$ cat src/rtl/lte_iq_stream_framer_pkg.sv
// Shared types for the I/Q egress framer.
// - INPUT_DATA_BITWIDTH: width of one packed I/Q sample.
// - iq_sample_t: {q, i} packed sample (Q in the upper half).
// - framer_state_t: WAIT_SYNC until the first 10 ms sync, then RUN.
// - fifo_entry_t: buffered sample plus its start-of-frame tag.
package lte_iq_stream_framer_pkg;
  localparam int INPUT_DATA_BITWIDTH = 32;

  typedef struct packed {
    logic [15:0] q;
    logic [15:0] i;
  } iq_sample_t;

  typedef enum logic {WAIT_SYNC = 1'b0, RUN = 1'b1} framer_state_t;

  typedef struct packed {
    logic       user;
    iq_sample_t data;
  } fifo_entry_t;
endpackage

$ cat src/rtl/lte_iq_stream_framer_if.sv
// Output sample stream (valid/ready) of the I/Q framer.
// - outValid: outData/outUser hold a sample.
// - outUser:  current sample is the first of a 10 ms frame.
// - outData:  packed I/Q sample.
// - outReady: consumer takes the sample when outValid && outReady.
interface lte_iq_stream_framer_if;
  import lte_iq_stream_framer_pkg::*;

  logic                           outValid;
  logic                           outUser;
  logic [INPUT_DATA_BITWIDTH-1:0] outData;
  logic                           outReady;

  modport master (output outValid, output outUser, output outData, input outReady);
  modport slave  (input outValid, input outUser, input outData, output outReady);
endinterface

$ cat src/rtl/lte_iq_stream_framer_iq_sync_fifo.sv
// Single-clock FIFO with binary pointers carrying one extra wrap bit.
// Read data is the head entry, presented combinationally (show-ahead).
// Ports:
// - clk, rst: clock, asynchronous active-high reset (pointers only).
// - wr_en/wr_data: push; caller must not push when full unless it pops too.
// - rd_en/rd_data: pop / head entry; caller must not pop when empty.
// - full, empty: occupancy flags.
module iq_sync_fifo #(
  parameter int WIDTH  = 33,
  parameter int ADDR_W = 4
) (
  input  logic             clk,
  input  logic             rst,
  input  logic             wr_en,
  input  logic [WIDTH-1:0] wr_data,
  input  logic             rd_en,
  output logic [WIDTH-1:0] rd_data,
  output logic             full,
  output logic             empty
);
  localparam int DEPTH = 1 << ADDR_W;

  logic [WIDTH-1:0] mem [DEPTH];
  logic [ADDR_W:0]  wr_ptr, rd_ptr;

  always_ff @(posedge clk or posedge rst) begin
    if (rst) begin
      wr_ptr <= '0;
      rd_ptr <= '0;
    end else begin
      if (wr_en) wr_ptr <= wr_ptr + 1'b1;
      if (rd_en) rd_ptr <= rd_ptr + 1'b1;
    end
  end

  // Storage is not reset; occupancy comes from the pointers alone.
  always_ff @(posedge clk) begin
    if (wr_en) mem[wr_ptr[ADDR_W-1:0]] <= wr_data;
  end

  assign rd_data = mem[rd_ptr[ADDR_W-1:0]];
  assign empty   = (wr_ptr == rd_ptr);
  // Same slot, different lap => full.
  assign full    = (wr_ptr[ADDR_W] != rd_ptr[ADDR_W]) &&
                   (wr_ptr[ADDR_W-1:0] == rd_ptr[ADDR_W-1:0]);
endmodule

$ cat src/rtl/lte_iq_stream_framer.sv
// Egress framer: buffers processed I/Q samples, tags the first sample of
// each 10 ms frame, streams them out through a valid/ready register and
// reports per-frame sample counts and FIFO overflow.
// Ports:
// - clk, rst:      clock, asynchronous active-high reset.
// - syncTo10ms:    one-cycle frame-start pulse.
// - inData/inValid: incoming sample, no upstream backpressure.
// - stream:        output stream (outValid/outUser/outData/outReady).
// - overflow:      sticky, a sample was dropped on a full FIFO.
// - frameLen:      samples accepted in the last completed frame.
// - frameLenValid: one-cycle pulse when frameLen updates.
module lte_iq_stream_framer
  import lte_iq_stream_framer_pkg::*;
#(
  parameter int FIFO_DEPTH_LOG2 = 4,
  parameter int FRAME_CNT_WIDTH = 16
) (
  input  logic                           clk,
  input  logic                           rst,
  input  logic                           syncTo10ms,
  input  logic [INPUT_DATA_BITWIDTH-1:0] inData,
  input  logic                           inValid,
  lte_iq_stream_framer_if.master         stream,
  output logic                           overflow,
  output logic [FRAME_CNT_WIDTH-1:0]     frameLen,
  output logic                           frameLenValid
);
  framer_state_t state, state_nxt;
  logic          accept_cycle;
  logic          wr_req, wr_en, rd_en, load;
  logic          fifo_full, fifo_empty;
  logic          mark_pending;
  fifo_entry_t   wr_entry, rd_entry;
  logic [FRAME_CNT_WIDTH-1:0] frame_cnt;

  logic       out_valid, out_user;
  iq_sample_t out_data;

  // ---------------- FSM ----------------
  always_ff @(posedge clk or posedge rst) begin
    if (rst) state <= WAIT_SYNC;
    else     state <= state_nxt;
  end

  // The sync cycle itself already accepts input, so a sample arriving
  // together with the first sync is kept and tagged.
  always_comb begin
    state_nxt    = state;
    accept_cycle = 1'b0;
    case (state)
      WAIT_SYNC: begin
        accept_cycle = syncTo10ms;
        if (syncTo10ms) state_nxt = RUN;
      end
      RUN: accept_cycle = 1'b1;
    endcase
  end

  // ---------------- FIFO write/read ----------------
  // Output register takes a new entry when empty or being consumed.
  assign load   = !out_valid || stream.outReady;
  assign rd_en  = load && !fifo_empty;
  assign wr_req = inValid && accept_cycle;
  // When full, a same-edge pop frees the slot the push lands in.
  assign wr_en  = wr_req && (!fifo_full || rd_en);

  assign wr_entry = fifo_entry_t'({mark_pending | syncTo10ms, inData});

  iq_sync_fifo #(
    .WIDTH  ($bits(fifo_entry_t)),
    .ADDR_W (FIFO_DEPTH_LOG2)
  ) u_fifo (
    .clk     (clk),
    .rst     (rst),
    .wr_en   (wr_en),
    .wr_data (wr_entry),
    .rd_en   (rd_en),
    .rd_data (rd_entry),
    .full    (fifo_full),
    .empty   (fifo_empty)
  );

  // ---------------- tagging / overflow ----------------
  // The mark survives until a sample is actually written, so a dropped
  // tagged sample hands its tag to the next accepted one.
  always_ff @(posedge clk or posedge rst) begin
    if (rst) begin
      mark_pending <= 1'b0;
      overflow     <= 1'b0;
    end else begin
      if (wr_en)           mark_pending <= 1'b0;
      else if (syncTo10ms) mark_pending <= 1'b1;
      if (wr_req && !wr_en) overflow <= 1'b1;
    end
  end

  // ---------------- frame counter ----------------
  // A sample written in the sync cycle belongs to the new frame. The
  // sync that leaves WAIT_SYNC closes no frame, so it reports nothing.
  always_ff @(posedge clk or posedge rst) begin
    if (rst) begin
      frame_cnt     <= '0;
      frameLen      <= '0;
      frameLenValid <= 1'b0;
    end else begin
      frameLenValid <= 1'b0;
      if (syncTo10ms) begin
        if (state == RUN) begin
          frameLen      <= frame_cnt;
          frameLenValid <= 1'b1;
        end
        frame_cnt <= wr_en ? FRAME_CNT_WIDTH'(1) : '0;
      end else if (wr_en && (frame_cnt != '1)) begin
        frame_cnt <= frame_cnt + 1'b1;
      end
    end
  end

  // ---------------- output register ----------------
  always_ff @(posedge clk or posedge rst) begin
    if (rst) begin
      out_valid <= 1'b0;
      out_user  <= 1'b0;
      out_data  <= '0;
    end else if (load) begin
      out_valid <= !fifo_empty;
      if (!fifo_empty) begin
        out_user <= rd_entry.user;
        out_data <= rd_entry.data;
      end
    end
  end

  assign stream.outValid = out_valid;
  assign stream.outUser  = out_user;
  assign stream.outData  = out_data;
endmodule

$ cat src/flat_wrapper.sv
// flat-port wrapper written by rule: the top's interface ports become plain ports
module lte_iq_stream_framer_flat import lte_iq_stream_framer_pkg::*;
#(
  parameter int FIFO_DEPTH_LOG2 = 4,
  parameter int FRAME_CNT_WIDTH = 16
)
  (clk, rst, syncTo10ms, inData, inValid, overflow, frameLen, frameLenValid, stream_outValid, stream_outUser, stream_outData, stream_outReady);
  lte_iq_stream_framer_if stream_i ();
  input  logic clk;
  input  logic rst;
  input  logic syncTo10ms;
  input  logic [INPUT_DATA_BITWIDTH-1:0] inData;
  input  logic inValid;
  output logic overflow;
  output logic [FRAME_CNT_WIDTH-1:0] frameLen;
  output logic frameLenValid;
  output wire logic [$bits(stream_i.outValid)-1:0] stream_outValid;
  output wire logic [$bits(stream_i.outUser)-1:0] stream_outUser;
  output wire logic [$bits(stream_i.outData)-1:0] stream_outData;
  input wire logic [$bits(stream_i.outReady)-1:0] stream_outReady;
  assign stream_outValid = stream_i.outValid;
  assign stream_outUser = stream_i.outUser;
  assign stream_outData = stream_i.outData;
  assign stream_i.outReady = stream_outReady;
  lte_iq_stream_framer #(.FIFO_DEPTH_LOG2(FIFO_DEPTH_LOG2), .FRAME_CNT_WIDTH(FRAME_CNT_WIDTH)) u_core (.clk(clk), .rst(rst), .syncTo10ms(syncTo10ms), .inData(inData), .inValid(inValid), .stream(stream_i), .overflow(overflow), .frameLen(frameLen), .frameLenValid(frameLenValid));
endmodule
$ cat config.mk
export PLATFORM = sky130hd
export DESIGN_NAME = lte_iq_stream_framer_flat
export DESIGN_NICKNAME = d
export VERILOG_FILES = /design/src/rtl/lte_iq_stream_framer_pkg.sv /design/src/rtl/lte_iq_stream_framer_if.sv /design/src/rtl/lte_iq_stream_framer_iq_sync_fifo.sv /design/src/rtl/lte_iq_stream_framer.sv /design/src/flat_wrapper.sv
export SDC_FILE = /design/constraint.sdc
export NUM_CORES = 1
export LEC_CHECK = 0
export CELL_PAD_IN_SITES_DETAIL_PLACEMENT = 1
export CELL_PAD_IN_SITES_GLOBAL_PLACEMENT = 1
export CORE_ASPECT_RATIO = 2
export CORE_MARGIN = 4
export CORE_UTILIZATION = 36
export DETAILED_ROUTE_END_ITERATION = 8
export PLACE_DENSITY_LB_ADDON = 0.25
export SLEW_MARGIN = 10
export SYNTH_ARGS = -nofsm -noshare
export SYNTH_HDL_FRONTEND = slang
export SYNTH_SLANG_ARGS = --single-unit
$ cat constraint.sdc
create_clock -name clk -period 7.8 [get_ports clk]
set_clock_uncertainty 0.05 [all_clocks]
set_input_delay 1.56 -clock clk [delete_from_list [all_inputs] [get_ports clk]]
set_output_delay 1.56 -clock clk [all_outputs]
set_load 0.05 [all_outputs]
==> results.py <==
metrics = {
    "placed_design": {
        "place_hpwl_um": 30700,
        "preCtsSetupSlack_ns": 3.36,
        "gp_congestion": 0.720,
        "io_buffers": 88,
        "dpl-instance-area_mm2": 0.0251,
    },
    "setup_path": {
        "path_class": "input port to flip-flop",
        "cp_data_arrival_time_ns": 3.96,
        "path_max_fanout": 33,
        "crit_required_ns": 7.97,
        "crit_path_end_kind": "flip-flop",
        "start_kind": "input port",
    },
    "floorplan": {
        "fp.dieH_um": 368,
        "die_x_um": 188,
        "num_io_pins": 89,
        "initial_core_util_pct": 36.4,
        "die_area_mm2": 0.0693,
        "row_count": 131,
        "core_area_mm2": 0.0641,
    },
    "cells_and_area": {
        "area_growth_pct": 15.1,
        "final_area_mm2": 0.0269,
        "multi_input_area_mm2": 0.00515,
        "drive_gt1_share_pct": 24.5,
        "fin_util_pct": 41.9,
        "fin_nets": 1240,
        "final-seq-area_mm2": 0.0179,
        "n_antenna_cell": 0,
        "fillCellCount": 5995,
    },
    "grt": {
        "grt_pass1_vias": 12300,
        "grt_max_degree": 137,
        "grt_overflow": 0,
        "grt_util_all_layers_pct": 15.2,
        "antenna_found_initial": 1,
        "grt_first_pass_wirelength_um": 79500,
    },
    "synthesis": {
        "ys_seq_area_share_pct": 76.5,
        "ys_types": 45,
        "synth_area_leaders": "edfxtp_1 68%, mux4_2 13%, dfrtp_1 8.6%",
        "ys_seq_elements": 608,
        "syn-instance-count": 1103,
        "avgSynthCellArea_um2": 21.2,
        "yosysTopAreaCellShare_pct": 67.9,
        "syn_nets": 1146,
        "ys_warn_count": 0,
        "syn_area_mm2": 0.0234,
        "synth_area_leader_cell": "edfxtp_1",
    },
    "sta": {
        "final_max_slew_viol_count": 0,
        "fin_crit_sh_pct": 48.6,
        "tns_ns": 0,
        "setup_violations": 0,
        "setup_ws_ns": 4.01,
        "worst_pin_slew_ns": 1.16,
        "period_needed_ns": 3.79,
        "fmax_mhz": 264,
        "rsz0062_at_grt": "false",
        "max-slew-margin-rel_pct": 22.9,
        "hold_viol": 0,
    },
    "clock_network": {
        "postCtsSetupRepairBufs": 0,
        "cts_root_buf": "clkbuf_16",
        "clockBufferDepth": 3,
        "cts_buffers": 53,
        "cts_resized": 0,
        "insertion_delay_ns": 0.60,
        "cts_tree": "yes",
        "hold_buffers": 0,
        "clk_pin_slew_ns": 0.07,
        "cts.htree.levels": 2,
        "cts.sinks": 608,
    },
    "routing": {
        "final_antenna_net_count": 0,
        "drt_iter0_markers": 731,
        "route.detailed.drc": 0,
        "wl_um": 52900,
        "wire_per_inst_um": 25.1,
        "dr_total_vias": 10900,
        "first_pass_iters": 7,
        "viasPerCell": 5.16,
    },
    "job": {
        "maxCapViolCount": 0,
    },
    "power": {
        "max-vdd-ir-drop_mv": 0.234,
        "power_density_mw_per_mm2": 361,
        "power_uw": 9710,
        "p_leak_uw": 0.00876,
    },
    "outcome": {
        "outcome": "finished clean",
    },
    "min_path": {
        "hold_class": "flip-flop to flip-flop",
    },
}
## metal layers
metal  vias up  wire, µm  GRT usage (%)  part of all wire [%]
met5         -        13              0                 0.025
met4         2      1460           4.92                   2.8
met3        81      1750           1.99                   3.3
met2       199     28600           27.7                    54
met1      5852     21100           18.7                    40
li1       4729         -              -                     -
## critical path, cell delays in order
cell and delay, ns:
clkdlybuf4s50_1 0.45, buf_4 0.27, o21ai_0 0.20, a31oi_1 0.20
buf_4 0.28, and3_2 0.92
## area by class of cell
type                    count  area share, %
inverters                   9          0.135
multi-input cells         426           19.2
well taps                 864           4.02
repair buffers             99           3.68
clock buffers              71           5.53
clock inverters            29           1.00
flip-flops and latches    608           66.5
## flip-flops by register name, summed over array words and instances (netlist names), 5 cells and up
signal                 flops
u_core.u_fifo.mem        528
u_core.stream.outData     32
u_core.frameLen           16
u_core.frame_cnt          16
u_core.u_fifo.rd_ptr       5
u_core.u_fifo.wr_ptr       5
## cells by family (layout without fill, tap and decap cells)
logic type / Yosys count / count (layout) / synth area share (%)
flops: 608 / 608 / 76.5
mux: 184 / 184 / 15.2
simple gates: 124 / 124 / 2.83
compound gates: 99 / 99 / 3.02
buf+inv: 69 / 208 / 1.64
xor+xnor: 13 / 13 / 0.488
fa+ha+maj: 6 / 6 / 0.321
## report_power, final
part           switching (µW)  internal, µW
Clock                    1190          1480
Sequential                201          3960
Combinational            1670          1220
Total                    3050          6660
## final timing paths
| check | startpoint | to | slack (ns) | depth (start not counted) |
|---|---|---|---|---|
| worst max-delay path | syncTo10ms | u_core.u_fifo.mem[8][24]$_DFFE_PP_ | 4.01 | 6 |
| worst min-delay path | u_core.overflow$_DFFE_PP0P_ | u_core.overflow$_DFFE_PP0P_ | 0.43 | 1 |
| worst max register to register | u_core.u_fifo.rd_ptr[0]$_DFFE_PP0P_ | u_core.stream.outData[14]$_DFFE_PP0P_ | 4.53 | 5 |
| worst min register to register | u_core.overflow$_DFFE_PP0P_ | u_core.overflow$_DFFE_PP0P_ | 0.43 | 1 |
| max in group asynchronous | rst | u_core.u_fifo.rd_ptr[0]$_DFFE_PP0P_ | 5.12 | 3 |
| min in group asynchronous | rst | u_core.stream.outData[20]$_DFFE_PP0P_ | 1.28 | 2 |
## through the flow
step           cells  hold slack, ns
6_report        2106           0.428
5_1_grt         2106           0.448
4_1_cts         2106           0.433
3_5_place_dp    2006           0.418
3_3_place_gp    2006           0.417
2_1_floorplan   1103           0.405
## Yosys cell counts, drive strengths merged
cell	count
nand4	4
buf	33
o311ai	1
nor2	12
clkbuf	27
a21oi	9
xnor2	8
o211ai	1
nand3	9
or3	4
a211oi	1
o21ai	11
or4	4
o21ba	1
nor2b	10
mux2	52
xor2	5
nand2	44
nor4	4
a22oi	66
inv	9
nor3	7
ha	6
a31oi	1
and3	16
o2111ai	2
mux4	132
o31ai	5
dfrtp	80
and2b	1
nand3b	1
and4	2
or2	2
and2	4
edfxtp	528
a41o	1
## cell usage in the layout, fill, tap and decap left out, drive strengths merged, types with 8 or more instances in the layout
master	n
edfxtp	528
mux4	132
clkdlybuf4s50	88
dfrtp	80
clkbuf	71
a22oi	66
mux2	52
nand2	44
clkinv	18
and3	16
nor2	12
inv	12
o21ai	11
buf	11
nor2b	10
a21oi	9
nand3	9
xnor2	8
Note: power is estimated with default switching activity, not from simulation.
